$ cat src/rtl/serial_adder.sv
// serial_adder: bit-serial LSB-first adder with valid/ready handshakes.
// Ports:
//   clk, rst_n           - clock, asynchronous active-low reset
//   in_valid / in_ready  - operand handshake (ready only in IDLE)
//   a, b, cin            - unsigned operands and carry-in
//   out_valid / out_ready- result handshake (valid only in DONE)
//   sum, cout            - (a+b+cin) mod 2^WIDTH and final carry, held until next result

module full_adder (
    input  logic i_a,
    input  logic i_b,
    input  logic i_c,
    output logic o_s,
    output logic o_c
);
    assign o_s = i_a ^ i_b ^ i_c;
    assign o_c = (i_a & i_b) | (i_c & (i_a ^ i_b));
endmodule

module serial_adder #(
    parameter int WIDTH = 8
) (
    input  logic             clk,
    input  logic             rst_n,
    input  logic             in_valid,
    output logic             in_ready,
    input  logic [WIDTH-1:0] a,
    input  logic [WIDTH-1:0] b,
    input  logic             cin,
    output logic             out_valid,
    input  logic             out_ready,
    output logic [WIDTH-1:0] sum,
    output logic             cout
);
    localparam int CW = $clog2(WIDTH) + 1;

    typedef enum logic [1:0] {IDLE, RUN, DONE} state_t;

    state_t           r_state, w_next;
    logic [WIDTH-1:0] r_a, r_b, r_sum, r_sum_out;
    logic             r_carry, r_cout;
    logic [CW-1:0]    r_cnt;
    logic             w_s, w_c, w_last;

    assign w_last = r_cnt == CW'(WIDTH - 1);

    full_adder u_fa (
        .i_a(r_a[0]),
        .i_b(r_b[0]),
        .i_c(r_carry),
        .o_s(w_s),
        .o_c(w_c)
    );

    always_ff @(posedge clk or negedge rst_n) begin
        if (!rst_n) r_state <= IDLE;
        else        r_state <= w_next;
    end

    always_comb begin
        w_next = r_state;
        if (r_state == IDLE && in_valid)      w_next = RUN;
        else if (r_state == RUN && w_last)    w_next = DONE;
        else if (r_state == DONE && out_ready) w_next = IDLE;
    end

    // The visible result lives in its own registers, loaded on the final bit
    // step, so sum/cout stay frozen while the next operation is shifting.
    always_ff @(posedge clk or negedge rst_n) begin
        if (!rst_n) begin
            r_a       <= '0;
            r_b       <= '0;
            r_sum     <= '0;
            r_carry   <= 1'b0;
            r_cnt     <= '0;
            r_sum_out <= '0;
            r_cout    <= 1'b0;
        end else if (r_state == IDLE && in_valid) begin
            r_a     <= a;
            r_b     <= b;
            r_carry <= cin;
            r_sum   <= '0;
            r_cnt   <= '0;
        end else if (r_state == RUN) begin
            r_a     <= {1'b0, r_a[WIDTH-1:1]};
            r_b     <= {1'b0, r_b[WIDTH-1:1]};
            r_sum   <= {w_s, r_sum[WIDTH-1:1]};
            r_carry <= w_c;
            r_cnt   <= r_cnt + CW'(1);
            if (w_last) begin
                r_sum_out <= {w_s, r_sum[WIDTH-1:1]};
                r_cout    <= w_c;
            end
        end
    end

    assign in_ready  = r_state == IDLE;
    assign out_valid = r_state == DONE;
    assign sum       = r_sum_out;
    assign cout      = r_cout;
endmodule

$ cat config.mk
export PLATFORM = sky130hd
export DESIGN_NAME = serial_adder
export DESIGN_NICKNAME = d
export VERILOG_FILES = /design/src/rtl/serial_adder.sv
export SDC_FILE = /design/constraint.sdc
export NUM_CORES = 1
export LEC_CHECK = 0
export BUFFER_PORTS_ARGS = -buffer_cell sky130_fd_sc_hd__buf_2
export CORE_MARGIN = 2
export CORE_UTILIZATION = 40
export CTS_BUF_LIST = sky130_fd_sc_hd__clkbuf_16
export CTS_CLUSTER_SIZE = 28
export DETAILED_ROUTE_END_ITERATION = 6
export PLACE_DENSITY = 0.69
export SYNTH_ARGS = -nofsm -noshare
export SYNTH_HDL_FRONTEND = slang
export SYNTH_SLANG_ARGS = --single-unit
$ cat constraint.sdc
create_clock -name clk -period 1.6 [get_ports clk]
set_input_delay 0.16 -clock clk [delete_from_list [all_inputs] [get_ports clk]]
set_output_delay 0.16 -clock clk [all_outputs]
set_load 0.1 [all_outputs]
Word level (Yosys, flattened, before mapping)

Cells that the tools add are included.

Magnitude comparators: 0
Add/subtract/negate cells: 1
Reductions and logical operators: 7
Div/mod/pow operators: 0
Shift-type cells: 0
Mux-type cells: 13
Bitwise logic cells: 6
Equality and inequality tests: 3
Multipliers: 0

Operators with widths:

| kind                                           | count |
|---|---|
| 2-to-1 mux 8 bit                               | 6 |
| 2-to-1 mux 4 bit                               | 2 |
| 2-to-1 mux 2 bit                               | 3 |
| adder 4 x 1 -> 4 bit (second input constant)   | 1 |
| == test 4 x 3 -> 1 bit (second input constant) | 1 |
| logical AND 1 bit                              | 3 |
| AND reduction 3 bit                            | 1 |
| nonzero test 3 bit                             | 1 |
| bitwise AND 1 bit                              | 2 |
| == test 2 x 1 -> 1 bit (second input constant) | 1 |
| == test 2 bit (second input constant)          | 1 |
| zero test 2 bit                                | 1 |
| 2-to-1 mux 1 bit                               | 2 |
| nonzero test 2 bit                             | 1 |
| bitwise XOR 1 bit                              | 2 |
| inverter 1 bit                                 | 1 |
| OR 1 bit                                       | 1 |

Input bits: 21
ROM bits: 0
Bits in registers: 40
Memories: 0
Latch bits: 0
Bits in writable memories: 0

Depth between registers and ports, before layout

Gate-level depths: netlist of run 1.

Depth after elaboration: 5
Mapped depth: 5
Mapped depth without buffers: 3

Hierarchy

Synthesis of run 1 repeated with hierarchy kept, for this count alone.

Cells, all modules: 153
Area, all modules: 1674.1 um^2

By module, submodules not included:

| module       | area an instance (um^2) | times used | cells an instance |
|---|---|---|---|
| serial_adder | 1654.1                  | 1          | 152 |
| full_adder   | 20.0                    | 1          | 1 |

Worst setup path before layout of run 1

OpenSTA, ideal clock, no wires.

Kind: register to output
From: reg r_state[0]
To: out in_ready
Data arrival time: 1694 ps
Cell stages (with the launch flop): 2
Required time: 1440 ps
Path buffers: 0
Slack: -254 ps
Cell sequence: dfrtp_1 nor2_1

Cells in the longest elaborated chain, start to end: 1

Ends and longest elaborated chain:

| what                   | RTL line | text |
|---|---|---|
| from (decl)            | 39       | `state_t r_state, w_next;` |
| from (signal assigned) | 57       | `else r_state <= w_next;` |
| zero test 2 bit        | 97       | `assign in_ready = r_state == IDLE;` |
| to (decl)              | 26       | `output logic in_ready,` |

Every way passes these cells.

Worst setup path after layout of run 1

From: reg r_state[1]
To: out in_ready

The elaborated chain is that of the path after synthesis.

==> results of run 1 <==
## layer usage
metal	routed length, um	track usage [%]	vias up
li1	-	-	629
met1	1530	20.5	601
met2	1460	22.5	38
met3	207	6.25	4
met4	40	4.58	0
met5	0	0	-
## layout by cell type, fill, tap and decap left out, drive strengths merged
cell type     n
mux2i         1
nand2        53
and4b         1
nand3        10
o21ba         1
nor2         12
dfrtp        39
inv           2
a21o          1
nand4         1
buf          39
nor2b         1
nor3b         1
mux2          9
fa            1
bufinv        2
dlygate4sd3   1
o21bai        1
a22oi         4
ha            1
a31oi        11
a21oi         1
or3b          1
o21ai         3
and2b         1
nand2b        1
clkbuf        5
## path summary, 6_finish.rpt
| kind | end | slack [ns] | cells after the start |
|---|---|---|---|
| max reg2reg | sum[0]$_DFFE_PN0P_ | 0.14 | 3 |
| min | r_a[7]$_DFFE_PN0P_ | 0.07 | 3 |
| max in group asynchronous | r_a[2]$_DFFE_PN0P_ | 0.79 | 3 |
| min reg2reg | r_cnt[3]$_DFFE_PN0P_ | 0.46 | 1 |
| min in group asynchronous | r_sum[3]$_DFFE_PN0P_ | 0.47 | 3 |
| max | in_ready | 0.11 | 3 |
## cell type report
type	instances	area [um2]
fillers	368	1900
flip-flops and latches	39	976
multi-input cells	116	673
repair buffers	40	253
clock buffers	5	125
clock inverters	3	63.8
well taps	50	62.6
inverters	1	3.75
## per-stage QoR
stage / instance area, um2 / utilization (%) / worst slack, ns
2_1_floorplan: 1720 / - / 0.0967
3_3_place_gp: 1960 / 48.3 / 0.175
3_5_place_dp: 1960 / 48.3 / 0.165
4_1_cts: 2160 / 53.2 / 0.0919
5_1_grt: 2160 / 53.2 / 0.0417
6_report: 2160 / 53.2 / 0.105
## cell families (layout without fill, tap and decap cells)
kind of cell / count (synthesis) / in the layout
compound gates: 22 / 22
fa+ha+maj: 2 / 2
buf+inv: 11 / 49
flops: 39 / 39
mux: 10 / 10
simple gates: 82 / 82
## state kept, by name, indices dropped and copies added, names as in the netlist
name	flops
r_a	8
r_b	8
sum	8
r_sum	7
r_cnt	4
r_state	2
cout	1
r_carry	1
## worst register-to-register path, cell delays in order, from the launching register on
cell and delay [ns]:
sky130_fd_sc_hd__dfrtp_1 0.39, sky130_fd_sc_hd__ha_1 0.19, sky130_fd_sc_hd__and4b_4 0.40, sky130_fd_sc_hd__mux2_2 0.36
## what timing repair did
item | in CTS | in global routing
setup endpoints to repair | 0 | 0
endpoints found under the hold margin | 39 | 0
hold buffers | 1 | 0
==> impl.org, run 1 <==
** Route
- Starting DRC count in detailed routing :: 84
- Drt pass-1 iters :: 4
- Post-detailed-routing wire length :: about 3.2 mm
- Detailed routing inserted a total of approximately 1300 vias.
- For this run, design rule violations remaining after detail routing come to 0.
- Final ANT Viol Nets :: 0
- WL per Instance :: about 13 um
- Using the TritonRoute via totals, the vias-per-cell ratio works out to 5.01.

** Floorplan
- For this configuration, the core starts out at a cell density of 42.4%.
- The die covers 4840 um2.
- Die extent in x :: 69.6 um
- Die Y :: between 60 and 70 um
- 32 I/O pins were placed.
- After floorplanning, the core was sized to cover ~4000 um2.
- Number of core rows :: 23

** Synth
- A synthesized cell averages 10.4 um2.
- The share of synthesized area in the top cell type comes to roughly 57%.
- Post-synthesis adder-cell area fraction :: 1.89%
- Among all cell types in the netlist, the one instantiated most often is sky130_fd_sc_hd__nand2_1.
- After synthesis, the netlist uses 28 different library cells.
- Synthesis handed over a netlist of between 150 and 200 instances.
- By area, the combinational part of the netlist is dominated by simple AND/OR/NAND/NOR gates.
- After synthesis, flip-flops and latches occupy a little under three fifths of the total area.
- The synthesized netlist occupies a cell area of roughly 1700 um2.
- The number of nets in the synthesized netlist is between 150 and 200.
- Area share of and/or/nand/nor cells after synthesis :: between 20% and 30%
- Post-synthesis share of cell area spent on xor and xnor gates :: 0%
- After synthesis the netlist holds a flip-flop and latch count of 39.
- Synth area leaders :: sky130_fd_sc_hd__dfrtp_1, sky130_fd_sc_hd__nand2_1, sky130_fd_sc_hd__mux2_4
- By count the netlist is led by sky130_fd_sc_hd__nand2_1, sky130_fd_sc_hd__dfrtp_1, sky130_fd_sc_hd__nor2_1, sky130_fd_sc_hd__a31oi_1, sky130_fd_sc_hd__nand3_1.
- Number of flops mapped to enable cells by yosys :: 0
- Of the post-synthesis cell area, the part taken by muxes is 8.22%.
- The synthesized design spends more area on one cell type than any other, namely sky130_fd_sc_hd__dfrtp_1.
- Counting flops with an async set or reset pin after synthesis yields a share of between 90% and 100%.
- During synthesis, Yosys emitted a total of 0 warnings.
- Summing the areas of all compound-gate instances in the mapped netlist gives 8.37% of the synthesized area.
- Dominant synthesized flop cell :: sky130_fd_sc_hd__dfrtp_1

** Setup path
- Kind of start point of the critical path :: flip-flop
- Highest-delay cell along the critical path :: sky130_fd_sc_hd__buf_2
- STA puts the critical path data arrival time at approximately 1.3 ns.
- The startpoint identified for the worst register-to-register timing path is r_cnt[0]$_DFFE_PN0P_.
- Along the worst path, the maximum fanout reaches 6.
- CP peak stage delay :: approximately 0.42 ns
- Counting both buffers and inverters, the worst setup path holds a total of 2.
- The signal on the critical path passes through buf_4, nor2_2, buf_2.
- STA classifies the critical path endpoint as a primary output.
- Required arrival time at the worst endpoint :: about 1.4 ns
- Critical path startpoint :: r_state[1]$_DFFE_PN0P_
- Broken down by cell family, the worst path's largest delay share belongs to buffers and inverters.
- Category of the most critical setup path :: flip-flop to primary output

** Finish
- Finished Layout Cells :: 254
- Area Overhead vs Synth :: 25.5%
- Layout cell share with drive strength beyond 1 :: 29.4%
- Layout net count :: 226
- The repair_antennas step left the layout with diodes totalling 0.

** STA
- Final Hold Fails :: 0
- Maximum frequency from static timing analysis :: 669 MHz
- Setup repair after global routing missed its margin :: false
- Post-Route Setup TNS :: 0 ns
- Final worst clock skew :: approximately 0.0042 ns
- Worst hold slack after final layout :: 0.0683 ns
- Setup violations remaining at the end of the flow were counted as 0.
- Final period util :: approximately 93%
- For the pin with the worst max-slew slack, the measured transition is 0.529 ns.
- Final Slew Violations :: 0
- The worst path in the final design needs a cycle of 1.49 ns, including I/O delays and setup.
- Measured against its own limit, the worst slew margin works out to about 65%.

** GRT
- Largest net degree at the start of global routing :: 40
- The first global-routing pass estimated around 5.7 mm of wire.
- The via count of the first global-routing pass is roughly 1200.
- Across every metal layer, demand over resource in global routing totals between 15 and 20%.
- Total grt overflow :: 0
- The initial antenna violation count was 0.

** Clock network
- Once the clock tree was built, the resizer swapped 0 gates to a different size.
- Buffers inserted during clock tree synthesis total 5.
- Number of post-CTS setup repair buffers :: 0
- CTS tree :: done
- Clock tree synthesis found a total of 39 sinks.
- The clock passes through at most 2 buffers.
- Clock-pin slew was measured on the worst setup and hold paths at around 0.06 ns.
- CTS H-Tree Depth :: 2
- CTS placed an instance of sky130_fd_sc_hd__clkbuf_16 at the clock tree root.
- Clock latency on the worst-skew pair, taken at its later pin, is 0.28 ns.

** Placement
- Post-detail-place hpwl :: about 2.1 mm
- Routability-driven placement finished with a final weighted congestion of 0.756.
- During placement, the flow inserted port buffers numbering 31.
- Placed Cells :: 245

** Min path
- The startpoint identified for the worst hold timing path is a[7].
- The path class of the tightest hold or removal check is input port to flip-flop.

** Job
- Max-Cap Viols :: 0

** Status
- The flow ran to the end, and the final reports show no timing, DRC or antenna violations.
Power of run 1 is left out: the tool's default activity adds up to more than one toggle a clock period on the data nets, which glitch-free logic cannot reach.
==> run 2: changes to the inputs <==
--- a/config.mk
+++ b/config.mk
@@ -7,11 +7,11 @@
 export LEC_CHECK = 0
 export BUFFER_PORTS_ARGS = -buffer_cell sky130_fd_sc_hd__buf_2
 export CORE_MARGIN = 2
-export CORE_UTILIZATION = 40
+export CORE_UTILIZATION = 30
 export CTS_BUF_LIST = sky130_fd_sc_hd__clkbuf_16
 export CTS_CLUSTER_SIZE = 28
 export DETAILED_ROUTE_END_ITERATION = 6
-export PLACE_DENSITY = 0.69
+export PLACE_DENSITY = 0.56
 export SYNTH_ARGS = -nofsm -noshare
 export SYNTH_HDL_FRONTEND = slang
 export SYNTH_SLANG_ARGS = --single-unit
==> run 2 against run 1 <==
Net effect: cell area fell by 0.64%; global-route usage fell by 2.6 points; core utilization fell by 14 points; die area rose by 31%; critical path depth did not move; highest routed layer unchanged.
==> impl.org, run 2 (synthesis gave the netlist of run 1 again) <==
** Status
- The run finished with clean final reports.

** Power
- Internal power comes to about 2.8 mW.
- In this run switching power makes up a little under half of total power.
- Proportion of power drawn by combinational gates :: 49.8%
- The worst-case IR drop observed on VDD is between 800 and 900 uV.
- For this design the ratio of total power to cell area is roughly 2400 nW/um2.
- In this run the power spent charging and discharging nets is 2.40 mW.
- The clock network accounts for roughly 18% of the total power.
- Registers are responsible for between 30 and 40% of the overall power.
- For this design the static power due to leakage is approximately 1.1 nW.

** Clock network
- Total clock sinks :: 39 (unchanged)
- The post-CTS repair timing setup buffer count is 0 (unchanged).
- CTS H-Tree Depth :: 2 (unchanged)
- Clock latency of the later-clocked register in the worst-skew pair :: 0.28 ns (about the same)
- Clock buffer depth :: 2 (unchanged)
- CTS tree :: done
- The tree is rooted in a sky130_fd_sc_hd__clkbuf_16.
- The CTS clock-pin slew for the worst setup and hold paths is 0.05 ns (about the same).
- The total clock buffers created by CTS is 5 (unchanged).

** Finish
- The number of antenna cells inserted came to 0 (unchanged).
- Area used by multi-input combinational logic :: 673 um2 (unchanged)
- Finished Layout Cells :: 279 (+9.8%)
- Share of the core filled with cells :: 38.9% (-14 points)
- The share of post-route cells with drive strength above 1 was 30.0% (+0.54 points).
- The top cell types in the final layout, fill and taps aside, are sky130_fd_sc_hd__nand2_1, sky130_fd_sc_hd__dfrtp_1, sky130_fd_sc_hd__buf_2.
- The library cell used most frequently in the layout, excluding fill and tap cells, is sky130_fd_sc_hd__nand2_1.
- Layout net count :: 229 (+1.3%)
- Fill cell total of the finished layout :: 549 (+49%)
- The register area came to 976 um2 (unchanged).
- The area growth from synthesis to layout is 24.7%.

** Min path
- In this run the worst hold path is classified as input port to flip-flop.
- The worst hold path begins at b[7].

** GRT
- The pin count of the biggest net entering global routing was 40 (unchanged).
- Number of global-route vias before repair :: 1280 (+4.9%)
- All-Layer GR Usage :: 12.6% (-2.6 points)
- Number of antenna violations at the first check in global routing :: 0 (unchanged)
- The wire length of the first global-routing pass is 5.93 mm (+3.3%).
- Total grt overflow :: 0 (unchanged)

** Placement
- Placed Cells :: 270 (+10%)
- Count of buffers inserted at the top-level ports :: 31 (unchanged)
- Global placer's final weighted congestion :: 0.751 (-0.75%)
- The sum of net half-perimeters after detailed placement is 2.37 mm (+11%).
- Post-Place Worst Slack :: 0.125 ns (-0.0395 ns)

** Route
- Number of DRC violations after detailed routing :: 0 (unchanged)
- The final wirelength is 3.52 mm (+9.1%).
- The iteration count of the initial detailed-routing pass was 4 (unchanged).
- WL per Instance :: 12.6 um (-0.70%)
- The number of antenna-violating nets in the routed design was 0 (unchanged).
- The detailed-route via count came to 1285 (+1.0%).
- The detail-routed via count per cell was 4.61 (-8.0%).
- The starting DRC count in detailed routing is 57 (-32%).

** Setup path
- The worst setup path is launched from a flip-flop.
- Category of the worst setup path capture point :: primary output
- Arrival time at the worst endpoint :: 1.35 ns (+0.02 ns)
- Critical path startpoint :: r_state[0]$_DFFE_PN0P_
- The worst setup path is of the flip-flop to primary output kind.
- R2r startpoint :: r_cnt[0]$_DFFE_PN0P_
- Required arrival time at the worst endpoint :: 1.44 ns (about the same)
- Maximum net fanout on the critical path :: 5 (-1)

** STA
- The share of the cycle needed by the critical path after routing was 94.5% (+1.0 points).
- The post-layout minimum cycle time was 1.51 ns (+0.0165 ns).
- The max-slew violation count came to 0 (unchanged).
- The final setup violation count was 0 (unchanged).
- The post-layout worst setup margin came to 0.0888 ns (-0.0165 ns).
- The highest attainable clock frequency came to 662 MHz (-1.1%).
- The sum of negative setup slack came to 0 ns (unchanged).
- The total count of hold-check failures in the final report was 0 (unchanged).
- Final worst clock skew :: 0.00220 ns (-0.00196 ns)
- The transition time at the pin with the least slew margin came to 0.490 ns (-0.0390 ns).
- Setup repair after global routing left no endpoint under its margin.
- The worst-case headroom to the max-slew limit came to 67.5% (+2.9 points).

** Floorplan
- The core area is 5510 um2 (+36%).
- The overall die width came to 79.7 um (+15%).
- # IOs :: 32 (unchanged)
- Die Y :: 79.7 um (+15%)
- The cell row count was 27 (+17%).
- Die area :: 6350 um2 (+31%)
- The starting density of the core is 31.2% (-11 points).

** Job
- The max-cap check violation count was 0 (unchanged).
[run 2: final cells by class]
class                           count  area share (%)
Sequential cell                    39            45.5
Timing Repair Buffer               43            12.3
Tap cell                           72            4.20
Clock inverter                      3           0.584
Clock buffer                        5            5.84
Inverter                            1           0.175
Multi-Input combinational cell    116            31.4
[run 2: worst paths after layout]
| kind | slack [ns] | end | depth (start not counted) |
|---|---|---|---|
| min in group asynchronous | 0.39 | r_carry$_DFFE_PN0P_ | 3 |
| worst max-delay path | 0.09 | in_ready | 3 |
| max in group asynchronous | 1.02 | r_cnt[3]$_DFFE_PN0P_ | 3 |
| worst min-delay path | 0.07 | r_b[7]$_DFFE_PN0P_ | 3 |
| worst min register to register | 0.48 | r_a[6]$_DFFE_PN0P_ | 2 |
| worst max register to register | 0.13 | sum[0]$_DFFE_PN0P_ | 3 |
[run 2: timing repair]
action	CTS	global route
endpoints found under the hold margin	39	0
resized for setup	1	0
endpoints found under the setup margin	1	0
hold buffers	1	0
[run 2: power groups by stage]
stage	Sequential, mW	Clock [mW]	Combinational [mW]
global route	1.78	0.996	2.84
global placement	1.73	0	2.59
floorplan	2.43	0	1.35
CTS	1.72	0.964	2.64
detailed placement	1.73	0	2.64
finish	1.71	0.919	2.61
[run 2: critical path, cell delays in order (launching register included)]
cell	delay, ns
sky130_fd_sc_hd__dfrtp_1	0.41
sky130_fd_sc_hd__buf_4	0.16
sky130_fd_sc_hd__nor2_2	0.09
sky130_fd_sc_hd__buf_2	0.42
[run 2: metrics by stage]
step                hold WS [ns]  power, mW  instance area, um2
global route              0.0823       5.61                2140
CTS                       0.0631       5.32                2140
finish                    0.0703       5.24                2140
global placement           0.147       4.32                1990
floorplan                 -0.136       3.78                1720
detailed placement         0.146       4.37                1990
[run 2: layer usage]
layer | vias to the layer above | GRT usage, % | routed length [um]
met5 | - | 0 | 0
met4 | 0 | 8.10 | 114
met3 | 8 | 3.73 | 152
met2 | 26 | 18.9 | 1590
met1 | 614 | 15.7 | 1660
li1 | 637 | - | -
(Power assumes the default switching activity.)
==> run 3: changes to the inputs <==
--- a/config.mk
+++ b/config.mk
@@ -12,6 +12,8 @@
 export CTS_CLUSTER_SIZE = 28
 export DETAILED_ROUTE_END_ITERATION = 6
 export PLACE_DENSITY = 0.56
+export RECOVER_POWER = 100
+export SLEW_MARGIN = 20
 export SYNTH_ARGS = -nofsm -noshare
 export SYNTH_HDL_FRONTEND = slang
 export SYNTH_SLANG_ARGS = --single-unit
==> run 3 against run 2 <==
Net effect: count of clock-buffer cells in the layout unchanged; global-route usage unchanged; sequential share of layout area up 1.3 points; setup slack about the same; maximum frequency about the same; via count down 0.47%; register-to-register slack about the same; wire length up 0.94%; core utilization down 1.1 points; first-iteration DRC count up 18%; die area unchanged; critical endpoint unchanged.
==> impl.org, run 3 (synthesis gave the netlist of run 1 again) <==
** Setup path
- Critical Path Sink :: in_ready
- Kind of start point of the critical path :: flip-flop
- By startpoint and endpoint, the worst setup path is classified as flip-flop to primary output.
- The required arrival time at the worst endpoint is 1.44 ns (about the same).
- Reg2Reg Depth :: 5 (+2)
- The endpoint arrival time on the critical path came to 1.35 ns (about the same).
- The critical path starts at r_state[0]$_DFFE_PN0P_.
- The startpoint identified for the worst register-to-register timing path is r_state[1]$_DFFE_PN0P_.
- Worst R2R End :: r_cnt[2]$_DFFE_PN0P_
- The maximum fanout along the worst path is 5 (unchanged).
- STA classifies the critical path endpoint as a primary output.
- Flop-to-flop setup slack :: 0.14 ns (about the same)

** STA
- The sum of negative setup slack came to 0 ns (unchanged).
- Setup repair after global routing left no endpoint under its margin.
- Final Hold Fails :: 0 (unchanged)
- The final setup violation count is 0 (unchanged).
- The transition time at the pin with the least slew margin came to 0.977 ns (+0.486 ns).
- The max-slew violation count came to 0 (unchanged).
- The worst-case headroom to the max-slew limit is 34.9% (-33 points).
- Maximum frequency from static timing analysis :: 662 MHz (about the same)
- Final period util :: 94.5% (about the same)
- The setup skew after layout came to 0.00262 ns (+0.000421 ns).
- The post-layout minimum cycle time was 1.51 ns (+0.000157 ns).

** Route
- The detail-routed via count per cell is 4.58 (-0.47%).
- The routed wire length per instance came to 12.7 um (+0.94%).
- The final wirelength is 3.56 mm (+0.94%).
- Drt pass-1 iters :: 4 (unchanged)
- The starting DRC count in detailed routing came to 67 (+18%).
- Via total after detailed routing :: 1279 (-0.47%)
- Final ANT Viol Nets :: 0 (unchanged)
- Number of DRC violations after detailed routing :: 0 (unchanged)

** Clock network
- The CTS clock-pin slew for the worst setup and hold paths is 0.05 ns (about the same).
- The deepest clock path buffer count was 2 (unchanged).
- CTS tree :: done
- Number of post-CTS setup repair buffers :: 0 (unchanged)
- Num CTS Buffers :: 5 (unchanged)
- The CTS sink count is 39 (unchanged).
- Cell at the root of the clock tree :: sky130_fd_sc_hd__clkbuf_16
- Clock latency of the later-clocked register in the worst-skew pair :: 0.28 ns (about the same)
- The number of H-tree levels is 2 (unchanged).

** Finish
- Area used by multi-input combinational logic :: 643 um2 (-4.5%)
- From synthesis to final layout, the design area changed by 21.2%.
- Layout cell share with drive strength beyond 1 :: 24.2% (-5.8 points)
- Most used cells in the layout excluding fill and tap cells :: sky130_fd_sc_hd__nand2_1, sky130_fd_sc_hd__dfrtp_1, sky130_fd_sc_hd__buf_2, sky130_fd_sc_hd__nor2_1, sky130_fd_sc_hd__a31oi_1
- The number of fill cells in the layout came to 564 (+2.7%).
- Leaving out fill and tap cells, the most frequent cell in the layout is sky130_fd_sc_hd__nand2_1.
- Area taken by flip-flops and latches :: 976 um2 (unchanged)
- The layout net count was 229 (unchanged).
- Antenna diode instance count :: 0 (unchanged)

** Placement
- Count of buffers inserted at the top-level ports :: 31 (unchanged)
- The sum of net half-perimeters after detailed placement came to 2.37 mm (unchanged).
- Global placer's final weighted congestion :: 0.751 (unchanged)

** Floorplan
- The die outline height was 79.7 um (unchanged).
- The core area was 5510 um2 (unchanged).
- The floorplan die area is 6350 um2 (unchanged).
- The cell row count was 27 (unchanged).
- The overall die width is 79.7 um (unchanged).
- The boundary pin count was 32 (unchanged).
- The starting density of the core was 31.2% (unchanged).

** Job
- The max-cap check violation count came to 0 (unchanged).

** GRT
- All-Layer GR Usage :: 12.6% (unchanged)
- Number of antenna violations at the first check in global routing :: 0 (unchanged)
- The via count of the first global-routing pass was 1280 (unchanged).
- The wire length of the first global-routing pass was 5.93 mm (unchanged).
- Largest net degree at the start of global routing :: 40 (unchanged)
- The leftover overflow at the end of global routing was 0 (unchanged).

** Min path
- The path class of the tightest hold or removal check is input port to flip-flop.

** Status
- The flow ran to the end, and the final reports show no timing, DRC or antenna violations.
==> run 3: cell types whose count changed in the layout (fill, tap and decap cells not counted), sizes merged <==
cell	before	now
clkbuf	5	20
buf	42	27
==> run 3: worst min path at each step <==
| stage | startpoint | to | cells past startpoint |
|---|---|---|---|
| after global routing | a[7] | r_a[7]$_DFFE_PN0P_ | 3 |
| after floorplan | rst_n | cout$_DFFE_PN0P_ | 0 |
| final | b[7] | r_b[7]$_DFFE_PN0P_ | 3 |
| after detailed placement | rst_n | sum[7]$_DFFE_PN0P_ | 2 |
| after global placement | rst_n | sum[7]$_DFFE_PN0P_ | 2 |
| after CTS | b[7] | r_b[7]$_DFFE_PN0P_ | 3 |
==> run 3: routing by layer <==
| metal | wire [um] | global-route usage (%) |
|---|---|---|
| met1 | 1710 | 15.7 |
| met2 | 1570 | 18.9 |
| met3 | 158 | 3.73 |
| met4 | 114 | 8.10 |
| met5 | 0 | 0 |
==> run 3: worst max-delay path, stage by stage (launching register included) <==
cell and delay, ns:
sky130_fd_sc_hd__dfrtp_1 0.41, sky130_fd_sc_hd__buf_4 0.16, sky130_fd_sc_hd__nor2_2 0.09, sky130_fd_sc_hd__buf_2 0.42
==> run 3: per-stage QoR <==
| stage | instance area, um2 | hold WS (ns) | worst slack (ns) | instances | utilization (%) |
|---|---|---|---|---|---|
| after floorplan | 1720 | -0.136 | 0.0967 | 166 | - |
| after global placement | 1990 | 0.147 | 0.154 | 270 | 36.2 |
| after detailed placement | 1990 | 0.146 | 0.125 | 270 | 36.2 |
| after CTS | 2140 | 0.0631 | 0.0813 | 279 | 38.9 |
| after global routing | 2080 | 0.0823 | 0.0213 | 279 | 37.8 |
| final | 2080 | 0.0700 | 0.0886 | 279 | 37.8 |
==> run 3: cell type report <==
type	count	area share, %
sequential	39	46.8
multi-input combinational	116	30.9
timing repair buffer	43	11.2
clock buffer	5	6.01
tap	72	4.32
clock inverter	3	0.601
inverter	1	0.180
==> run 3: what timing repair did <==
action / 4_1_cts / 5_1_grt
endpoints found under the setup margin: 1 / 0
hold buffers: 1 / 0
hold endpoints to repair: 39 / 0
gates resized for setup: 1 / 0
Power of run 3 is left out for the same reason.
